File: src/rtl/cla_pkg.sv
// Shared constants, helpers and per-stage control token for the pipelined CLA adder/subtractor.
package cla_pkg;

  localparam int unsigned SLICE_W = 4;

  function automatic int unsigned stages_of(int unsigned width);
    return width / SLICE_W;
  endfunction

  // Control half of a pipeline token; the data half is sized by the top-level WIDTH.
  typedef struct packed {
    logic valid;
    logic op_sub;
    logic carry;
    logic a_msb;
    logic beff_msb;
  } stage_ctl_t;

endpackage

File: src/rtl/cla4_addsub_slice.sv
// Combinational 4-bit carry-look-ahead slice with group propagate/generate outputs.
module cla4_addsub_slice (
  input  logic [3:0] a,
  input  logic [3:0] b,
  input  logic       c,
  output logic [3:0] s,
  output logic       g,
  output logic       p,
  output logic       co
);

  logic [3:0] gi;
  logic [3:0] pi;
  logic [3:0] ci;

  assign gi = a & b;
  assign pi = a ^ b;

  assign ci[0] = c;
  assign ci[1] = gi[0] | (pi[0] & c);
  assign ci[2] = gi[1] | (pi[1] & gi[0]) | (pi[1] & pi[0] & c);
  assign ci[3] = gi[2] | (pi[2] & gi[1]) | (pi[2] & pi[1] & gi[0]) | (pi[2] & pi[1] & pi[0] & c);

  assign s  = pi ^ ci;
  assign g  = gi[3] | (pi[3] & gi[2]) | (pi[3] & pi[2] & gi[1]) | (pi[3] & pi[2] & pi[1] & gi[0]);
  assign p  = &pi;
  assign co = g | (p & c);

endmodule

File: src/rtl/pipelined_cla_addsub.sv
// Pipelined WIDTH-bit adder/subtractor: one 4-bit CLA slice per stage, valid/ready on both sides.
module pipelined_cla_addsub
  import cla_pkg::*;
#(
  parameter int unsigned WIDTH = 16,
  localparam int unsigned STAGES = stages_of(WIDTH)
) (
  input  logic             clk,
  input  logic             rst,
  input  logic             in_valid,
  output logic             in_ready,
  input  logic [WIDTH-1:0] a,
  input  logic [WIDTH-1:0] b,
  input  logic             cin,
  input  logic             op_sub,
  output logic             out_valid,
  input  logic             out_ready,
  output logic [WIDTH-1:0] sum,
  output logic             cout,
  output logic             ovf,
  output logic             zero
);

  // sum fills from the top as slices complete; a_rem/b_rem shift down so bits [3:0] feed the slice.
  typedef struct packed {
    stage_ctl_t       ctl;
    logic [WIDTH-1:0] sum;
    logic [WIDTH-1:0] a_rem;
    logic [WIDTH-1:0] b_rem;
  } token_t;

  logic             adv;
  logic [WIDTH-1:0] b_eff;
  token_t           last;

  assign b_eff = op_sub ? ~b : b;

  for (genvar k = 0; k < STAGES; k++) begin : g_stage
    token_t             src;
    token_t             nxt;
    token_t             q;
    logic [SLICE_W-1:0] s;
    logic               g;
    logic               p;
    logic               co;
    logic               unused_bits;

    if (k == 0) begin : g_src_in
      always_comb begin
        src              = '0;
        src.ctl.valid    = in_valid;
        src.ctl.op_sub   = op_sub;
        src.ctl.carry    = op_sub ? ~cin : cin;
        src.ctl.a_msb    = a[WIDTH-1];
        src.ctl.beff_msb = b_eff[WIDTH-1];
        src.a_rem        = a;
        src.b_rem        = b_eff;
      end
    end else begin : g_src_prev
      assign src = g_stage[k-1].q;
    end

    cla4_addsub_slice u_slice (
      .a  (src.a_rem[SLICE_W-1:0]),
      .b  (src.b_rem[SLICE_W-1:0]),
      .c  (src.ctl.carry),
      .s  (s),
      .g  (g),
      .p  (p),
      .co (co)
    );

    // Group P/G are exposed for a future multi-level look-ahead; the ripple between stages uses co.
    assign unused_bits = ^{g, p, src.sum[SLICE_W-1:0]};

    always_comb begin
      nxt           = src;
      nxt.ctl.carry = co;
      nxt.sum       = {s, src.sum[WIDTH-1:SLICE_W]};
      nxt.a_rem     = src.a_rem >> SLICE_W;
      nxt.b_rem     = src.b_rem >> SLICE_W;
    end

    always_ff @(posedge clk or posedge rst) begin
      if (rst) begin
        q <= '0;
      end else if (adv) begin
        q <= nxt;
      end
    end
  end

  assign last = g_stage[STAGES-1].q;

  logic unused_tail;
  assign unused_tail = ^{last.a_rem, last.b_rem};

  assign adv       = !last.ctl.valid || out_ready;
  assign in_ready  = adv;
  assign out_valid = last.ctl.valid;
  assign sum       = last.sum;

  always_comb begin
    cout = last.ctl.valid & (last.ctl.op_sub ^ last.ctl.carry);
    ovf  = last.ctl.valid & (last.ctl.a_msb == last.ctl.beff_msb)
         & (last.sum[WIDTH-1] != last.ctl.a_msb);
    zero = last.ctl.valid & ~|last.sum;
  end

endmodule

File: config.mk
export PLATFORM = sky130hd
export DESIGN_NAME = pipelined_cla_addsub
export DESIGN_NICKNAME = d
export VERILOG_FILES = /design/src/rtl/cla_pkg.sv /design/src/rtl/cla4_addsub_slice.sv /design/src/rtl/pipelined_cla_addsub.sv
export SDC_FILE = /design/constraint.sdc
export NUM_CORES = 1
export LEC_CHECK = 0
export CORE_ASPECT_RATIO = 0.6
export CORE_MARGIN = 10
export CORE_UTILIZATION = 39
export DETAILED_ROUTE_END_ITERATION = 16
export GPL_ROUTABILITY_DRIVEN = 0
export PLACE_DENSITY = 0.62
export SLEW_MARGIN = 20
export SYNTH_ARGS = -nofsm -noshare
export SYNTH_HDL_FRONTEND = slang
export SYNTH_SLANG_ARGS = --single-unit
File: constraint.sdc
create_clock -name clk -period 6.1 [get_ports clk]
set_input_delay 0.915 -clock clk [delete_from_list [all_inputs] [get_ports clk]]
set_output_delay 0.915 -clock clk [all_outputs]
set_load 0.03 [all_outputs]
==> summary.txt, run 1 <==
Global routing
  – Largest net degree at the start of global routing: 88
  – First-pass GRT wire length: 16,360 um
  – Grt total ovfl: 0
  – Number of global-route vias before repair: 3,269
  – Initial antenna violation count: 0
  – GRT Total Usage: 11.70%

Die
  – Initial Util: 39.56%
  – Die W: 162.1 um
  – Die Area: 17,060 um^2
  – Row count: 31
  – Core Area: 11,950 um^2
  – Ports: 59
  – Die H: 105.3 um

CTS
  – TritonCTS clock tree: built
  – Worst-Skew Late Latency: 0.34 ns
  – Clk pin slew, worst setup/hold paths: 0.07 ns
  – Hold buffers post-CTS: 0
  – Root buffer cell: clkbuf_16
  – Post_cts resized: 0
  – CTS Buf Count: 9
  – CTS Buffer Depth: 2
  – Post-CTS setup buffers: 0
  – H-tree depth: 3
  – Clk sinks: 102

Cells and area
  – Design area: 5607 um^2
  – Fill count: 1,182
  – Layout area overhead: 18.64%
  – Post-layout net count: 607
  – Fin cells: 718
  – Layout cell share with drive strength beyond 1: 4.702%
  – N_diodes: 0

Worst setup path
  – Crit end category: primary output
  – Max incr delay on CP: 0.60 ns
  – R2r setup slk: 4.03 ns
  – Crit Path Class: input port to primary output
  – Worst setup startpoint: out_ready
  – Bufs and invs on worst path: 4
  – WP data required: 5.18 ns
  – Worst R2R End: g_stage[2].q[40]
  – Worst-path fanout max: 46
  – Crit path depth: 5
  – Crit path DAT: 2.56 ns
  – Worst R2R Path Depth: 6
  – Cell breakdown of the critical path: clkdlybuf4s50_1 -> nor2b_4 -> buf_4 -> inv_2 -> clkdlybuf4s50_1
  – Worst Setup EP: in_ready
  – CP dominant cell by count: clkdlybuf4s50_1
  – Startpoint Class: input port
  – FF-to-FF Start: out_valid
  – CP top delay family: buffers and inverters
  – Worst-path cell with the longest stage delay: clkdlybuf4s50_1

Worst hold path
  – Tightest Hold Check Type: register to register

Synth
  – Seq cells post-synth: 102
  – Synth area leaders: dfrtp_1, nand2_1, ha_1, xnor2_1, buf_4
  – Synth async-reset ratio: 100.0%
  – Post-synthesis xor/xnor area fraction: 5.772%
  – Avg Synthesized Cell Area: 9.176 um^2
  – Largest area contributor in the netlist: dfrtp_1
  – Most numerous cell in the Yosys netlist: nand2_1
  – Mux cell area share after synthesis: 0%
  – Warnings from Yosys: 0
  – Top cell type's share of synthesized area: 54.01%
  – Synth Cell Area: 4726 um^2
  – Distinct cell type count after synthesis: 32
  – Simple-gate portion of the synthesized area: 21.10%
  – Post-synthesis cell count: 515
  – Synth Area in Adders: 6.195%
  – Post-synth EDFFs: 0
  – Largest family of logic cells by synthesized area: simple AND/OR/NAND/NOR gates
  – Post-synth top cells: nand2_1, dfrtp_1, o21ai_1
  – Sequential share of the synthesized area: 54.01%
  – Compound-gate portion of the synthesized area: 6.698%
  – Synthesized Nets: 574
  – Top_reg_cell synth: dfrtp_1

Power
  – Design Power: 2.888 mW
  – Leak pwr: 2.697 nW
  – Peak VDD IR: 174.7 uV
  – PwrDens: 515.2 nW/um^2

Detailed routing
  – Detailed Routing Iterations Pass 1: 5
  – Drc violations: 0
  – Drt first-iter violations: 214
  – Post-DRT Antenna Nets: 0
  – Final WL: 9616 um
  – Via density: 4.542
  – Wire per inst: 13.39 um
  – DR vias: 3,261

STA
  – Final min period: 3.472 ns
  – Endpoints failing setup: 0
  – Final period utilization: 56.92%
  – Worst Skew: 0.004857 ns
  – Worst-margin pin slew: 1.004 ns
  – Final hold violations: 0
  – Final Max Slew Viols: 0
  – Worst Setup Slack, final: 2.628 ns
  – Slew headroom: 32.84%
  – Setup TNS: 0 ns
  – RSZ-0062 raised after global routing: false
  – Max Fclk: 288.0 MHz

Place
  – Placed cell count: 702
  – Post-DP HPWL: 6735 um
  – Port Buffer Count: 58
  – Setup WS pre-CTS: 2.616 ns
  – Instance area at placement: 5296 um^2

Run
  – Max-cap violations: 0

Outcome
  – Status: finished, final reports clean
## layout make-up
cell class                 instances  area (um^2)  area share (%)
clock buffer                      11        252.7           4.508
clock inverter                     5        57.56           1.027
inverter                          10        40.04          0.7141
multi-input combinational        363         1887           33.65
sequential                       102         2552           45.53
tap                              165        206.4           3.682
timing repair buffer              62        610.6           10.89
## registers in the layout (all words and copies together) (netlist names)
| register | cells |
|---|---|
| g_stage.q | 85 |
| out_valid | 1 |
| sum | 16 |
## metal layers
layer	global-route usage, %	wire [um]
met4	2.975	95
met2	15.32	3840
met5	0	0
met3	4.934	620
met1	17.08	5060
## kinds of logic after synthesis
kind of cell | count (synthesis)
AOI/OAI and AO/OA | 55
adders and majority gates | 21
xor gates and xnor gates | 29
and+or+nand+nor | 258
buffers and inverters | 50
DFF | 102
## power breakdown
group          leakage [nW]  internal [mW]  switching [mW]
clock network         0.144          0.339           0.244
logic                  1.32          0.467           0.653
registers              1.24          0.977           0.208
## worst min-delay path by stage
stage	from	to	slack [ns]	cells after the start
floorplan	g_stage[2].q[52]	g_stage[2].q[52]	0.43	2
global placement	g_stage[2].q[52]	g_stage[2].q[52]	0.45	2
detailed placement	g_stage[2].q[52]	g_stage[2].q[52]	0.45	2
CTS	g_stage[2].q[52]	g_stage[2].q[52]	0.47	2
global route	g_stage[0].q[44]	g_stage[0].q[44]	0.49	2
finish	g_stage[2].q[52]	g_stage[2].q[52]	0.46	2
## cells in the final DEF (no fill, tap or decap), types with 2 or more instances in the layout
cell type,synthesis,layout
clkinvlp_4,0,3
nor4_1,3,3
nand3_1,2,2
and2_1,2,2
fa_1,4,4
a21o_1,3,3
clkbuf_8,0,2
clkdlybuf4s50_1,0,58
xor2_1,6,6
a41oi_1,3,3
o21ai_1,27,27
xnor2_1,22,22
ha_1,17,17
dfrtp_1,102,102
clkbuf_16,0,9
inv_1,9,8
buf_4,22,4
nor2_1,7,7
a21oi_1,16,16
nand2_1,239,239
## per-stage QoR
| step | util, % | hold WS, ns |
|---|---|---|
| floorplan | - | 0.4300 |
| global placement | 44.33 | 0.4459 |
| detailed placement | 44.33 | 0.4516 |
| CTS | 46.93 | 0.4679 |
| global route | 46.93 | 0.4886 |
| finish | 46.93 | 0.4605 |
## worst min-delay path, delay by kind of cell, from the launching register on
family / cells / cell delay (ns)
DFF: 1 / 0.34
and+or+nand+nor: 2 / 0.09
Note: power is estimated with default switching activity, not from simulation.
==> run 2, diff against run 1 <==
- clock period: 6.1 -> 3.2 ns (I/O delays scaled with it)
==> summary.txt, run 2 (same netlist as run 1, synthesis figures left out) <==
Outcome
  – Status: finished, final reports clean (unchanged)

STA
  – Worst-margin pin slew: 0.6123 ns (was 1.004 ns)
  – Slew headroom: 59.18% (was 32.84%)
  – Final period utilization: 85.83%
  – Final hold violations: 0 (unchanged)
  – Setup TNS: 0 ns (unchanged)
  – Final min period: 2.747 ns
  – RSZ-0062 raised after global routing: false (unchanged)
  – Worst Skew: 0.007422 ns (was 0.004857 ns)
  – Max Fclk: 364.1 MHz
  – Endpoints failing setup: 0 (unchanged)
  – Final Max Slew Viols: 0 (unchanged)

Cells and area
  – Most common cell after layout, fill and taps aside: nand2_1 (unchanged)
  – Post-layout net count: 609 (was 607)
  – Reg with most FFs: g_stage.q (unchanged)
  – Layout cell share with drive strength beyond 1: 5.225% (was 4.702%)
  – Max reg flops: 85 (unchanged)
  – Most frequent cells in the layout: nand2_1, dfrtp_1, clkdlybuf4s50_1 (unchanged)
  – N_diodes: 0 (unchanged)
  – Layout area overhead: 20.20% (was 18.64%)
  – Fill count: 1,186 (was 1,182)

Detailed routing
  – Via density: 4.504 (was 4.542)
  – Drt first-iter violations: 236 (was 214)
  – Routed wl met2: 3739 um (was 3840 um)
  – Uppermost routed layer: met4 (unchanged)
  – Detailed Routing Iterations Pass 1: 4 (was 5)
  – Wire per inst: 13.30 um (was 13.39 um)
  – Drc violations: 0 (unchanged)
  – Post-DRT Antenna Nets: 0 (unchanged)
  – Metal3 WL: 612 um (was 620 um)
  – M1 wire length: 5155 um (was 5060 um)
  – DR vias: 3,243 (was 3,261)
  – Final WL: 9573 um (was 9616 um)

Global routing
  – Largest net degree at the start of global routing: 118 (was 88)
  – GRT Total Usage: 11.58% (was 11.70%)
  – Grt total ovfl: 0 (unchanged)
  – Initial antenna violation count: 0 (unchanged)
  – Number of global-route vias before repair: 3,222 (was 3,269)
  – First-pass GRT wire length: 16,020 um (was 16,360 um)

Worst setup path
  – Startpoint Class: register (was input port)
  – Crit path DAT: 2.27 ns (was 2.56 ns)
  – Worst-path fanout max: 5 (was 46)
  – Cell breakdown of the critical path: nor4b_1 -> nand4_1 -> nor4_1 -> clkdlybuf4s50_1 (was clkdlybuf4s50_1 -> nor2b_4 -> buf_4 -> inv_2 -> clkdlybuf4s50_1)
  – Crit Path Class: register to primary output (was input port to primary output)
  – Crit end category: primary output (unchanged)
  – Worst-path cell with the longest stage delay: clkdlybuf4s50_1 (unchanged)
  – WP data required: 2.72 ns (was 5.18 ns)
  – Max incr delay on CP: 0.72 ns (was 0.60 ns)

CTS
  – Clk sinks: 102 (unchanged)
  – Hold buffers post-CTS: 0 (unchanged)
  – TritonCTS clock tree: built (unchanged)
  – CTS Buf Count: 9 (unchanged)
  – Root buffer cell: clkbuf_16 (unchanged)
  – Post-CTS setup buffers: 0 (unchanged)
  – H-tree depth: 3 (unchanged)
  – Clk pin slew, worst setup/hold paths: 0.06 ns (was 0.07 ns)
  – Worst-Skew Late Latency: 0.35 ns (was 0.34 ns)
  – Post_cts resized: 0 (unchanged)
  – CTS Buffer Depth: 2 (unchanged)

Die
  – Initial Util: 39.56% (unchanged)
  – Row count: 31 (unchanged)
  – Die H: 105.3 um (unchanged)
  – Die W: 162.1 um (unchanged)
  – Core Area: 11,950 um^2 (unchanged)
  – Die Area: 17,060 um^2 (unchanged)
  – Ports: 59 (unchanged)

Power
  – Leak pwr: 2.741 nW (was 2.697 nW)
  – Design Power: 5.633 mW (was 2.888 mW)
  – Reg power frac: 40.0% (was 41.0%)
  – Switching Share: 37.34% (was 38.25%)
  – Pint: 3.530 mW (was 1.784 mW)
  – Peak VDD IR: 329.4 uV (was 174.7 uV)
  – Combinational share of power: 38.0% (was 38.8%)
  – PwrDens: 991.7 nW/um^2 (was 515.2 nW/um^2)
  – Clock network power share: 22.1% (was 20.2%)
  – NetSw: 2.104 mW (was 1.105 mW)

Worst hold path
  – Tightest Hold Check Type: register to register (unchanged)

Place
  – Port Buffer Count: 58 (unchanged)
  – Post-DP HPWL: 6907 um (was 6735 um)

Run
  – Max-cap violations: 0 (unchanged)
run 2: per-layer routing:
layer / vias up / track usage, %
met5: - / 0
met4: 0 / 3.364
met3: 9 / 4.817
met2: 72 / 14.67
met1: 1481 / 17.21
li1: 1681 / -
run 2: critical path, delay by kind of cell, from the launching register on:
family,cells,cell delay (ns)
buffers and inverters,1,0.72
DFF,1,0.41
and+or+nand+nor,3,0.79
run 2: worst paths after layout:
check,start,to,slack (ns),cells past startpoint
setup / recovery,sum[15],zero,0.45,4
hold / removal,g_stage[1].q[6],g_stage[2].q[2],0.47,2
setup reg to reg,out_valid,g_stage[2].q[43],1.58,5
hold reg to reg,g_stage[1].q[6],g_stage[2].q[2],0.47,2
max in group asynchronous,rst,g_stage[0].q[48],1.98,3
min in group asynchronous,rst,g_stage[0].q[20],0.55,2
run 2: cell type report:
class                      instances  area [um^2]  share of cell area [%]
inverter                          10        40.04                  0.7048
multi-input combinational        363         1887                   33.22
timing repair buffer              64        648.1                   11.41
clock inverter                     7        121.4                   2.137
sequential                       102         2552                   44.93
tap                              165        206.4                   3.634
clock buffer                       9        225.2                   3.965
run 2: power by group through the flow:
stage                     Sequential (mW)  Combinational (mW)  Clock, mW
final                                2.25                2.14       1.24
after global routing                 2.33                2.42       1.33
after CTS                            2.26                2.18       1.28
after detailed placement             2.28                2.16          0
after global placement               2.25                2.11          0
after floorplan                      2.16                1.72          0
run 2: per-stage QoR:
stage	utilization [%]	setup WS (ns)	instances	hold WS, ns	cell area [um^2]
2_1_floorplan	-	0.04452	515	0.4300	4726
3_3_place_gp	44.65	0.6887	704	0.4476	5334
3_5_place_dp	44.65	0.6071	704	0.4547	5334
4_1_cts	47.55	0.3783	720	0.4708	5680
5_1_grt	47.55	0.3269	720	0.4782	5680
6_report	47.55	0.4533	720	0.4678	5680
==> run 3, diff against run 2 <==
- CTS_CLUSTER_DIAMETER: not set -> 60
==> results of run 3 <==
The final DEF is identical to that of run 2; final timing and power are the same.
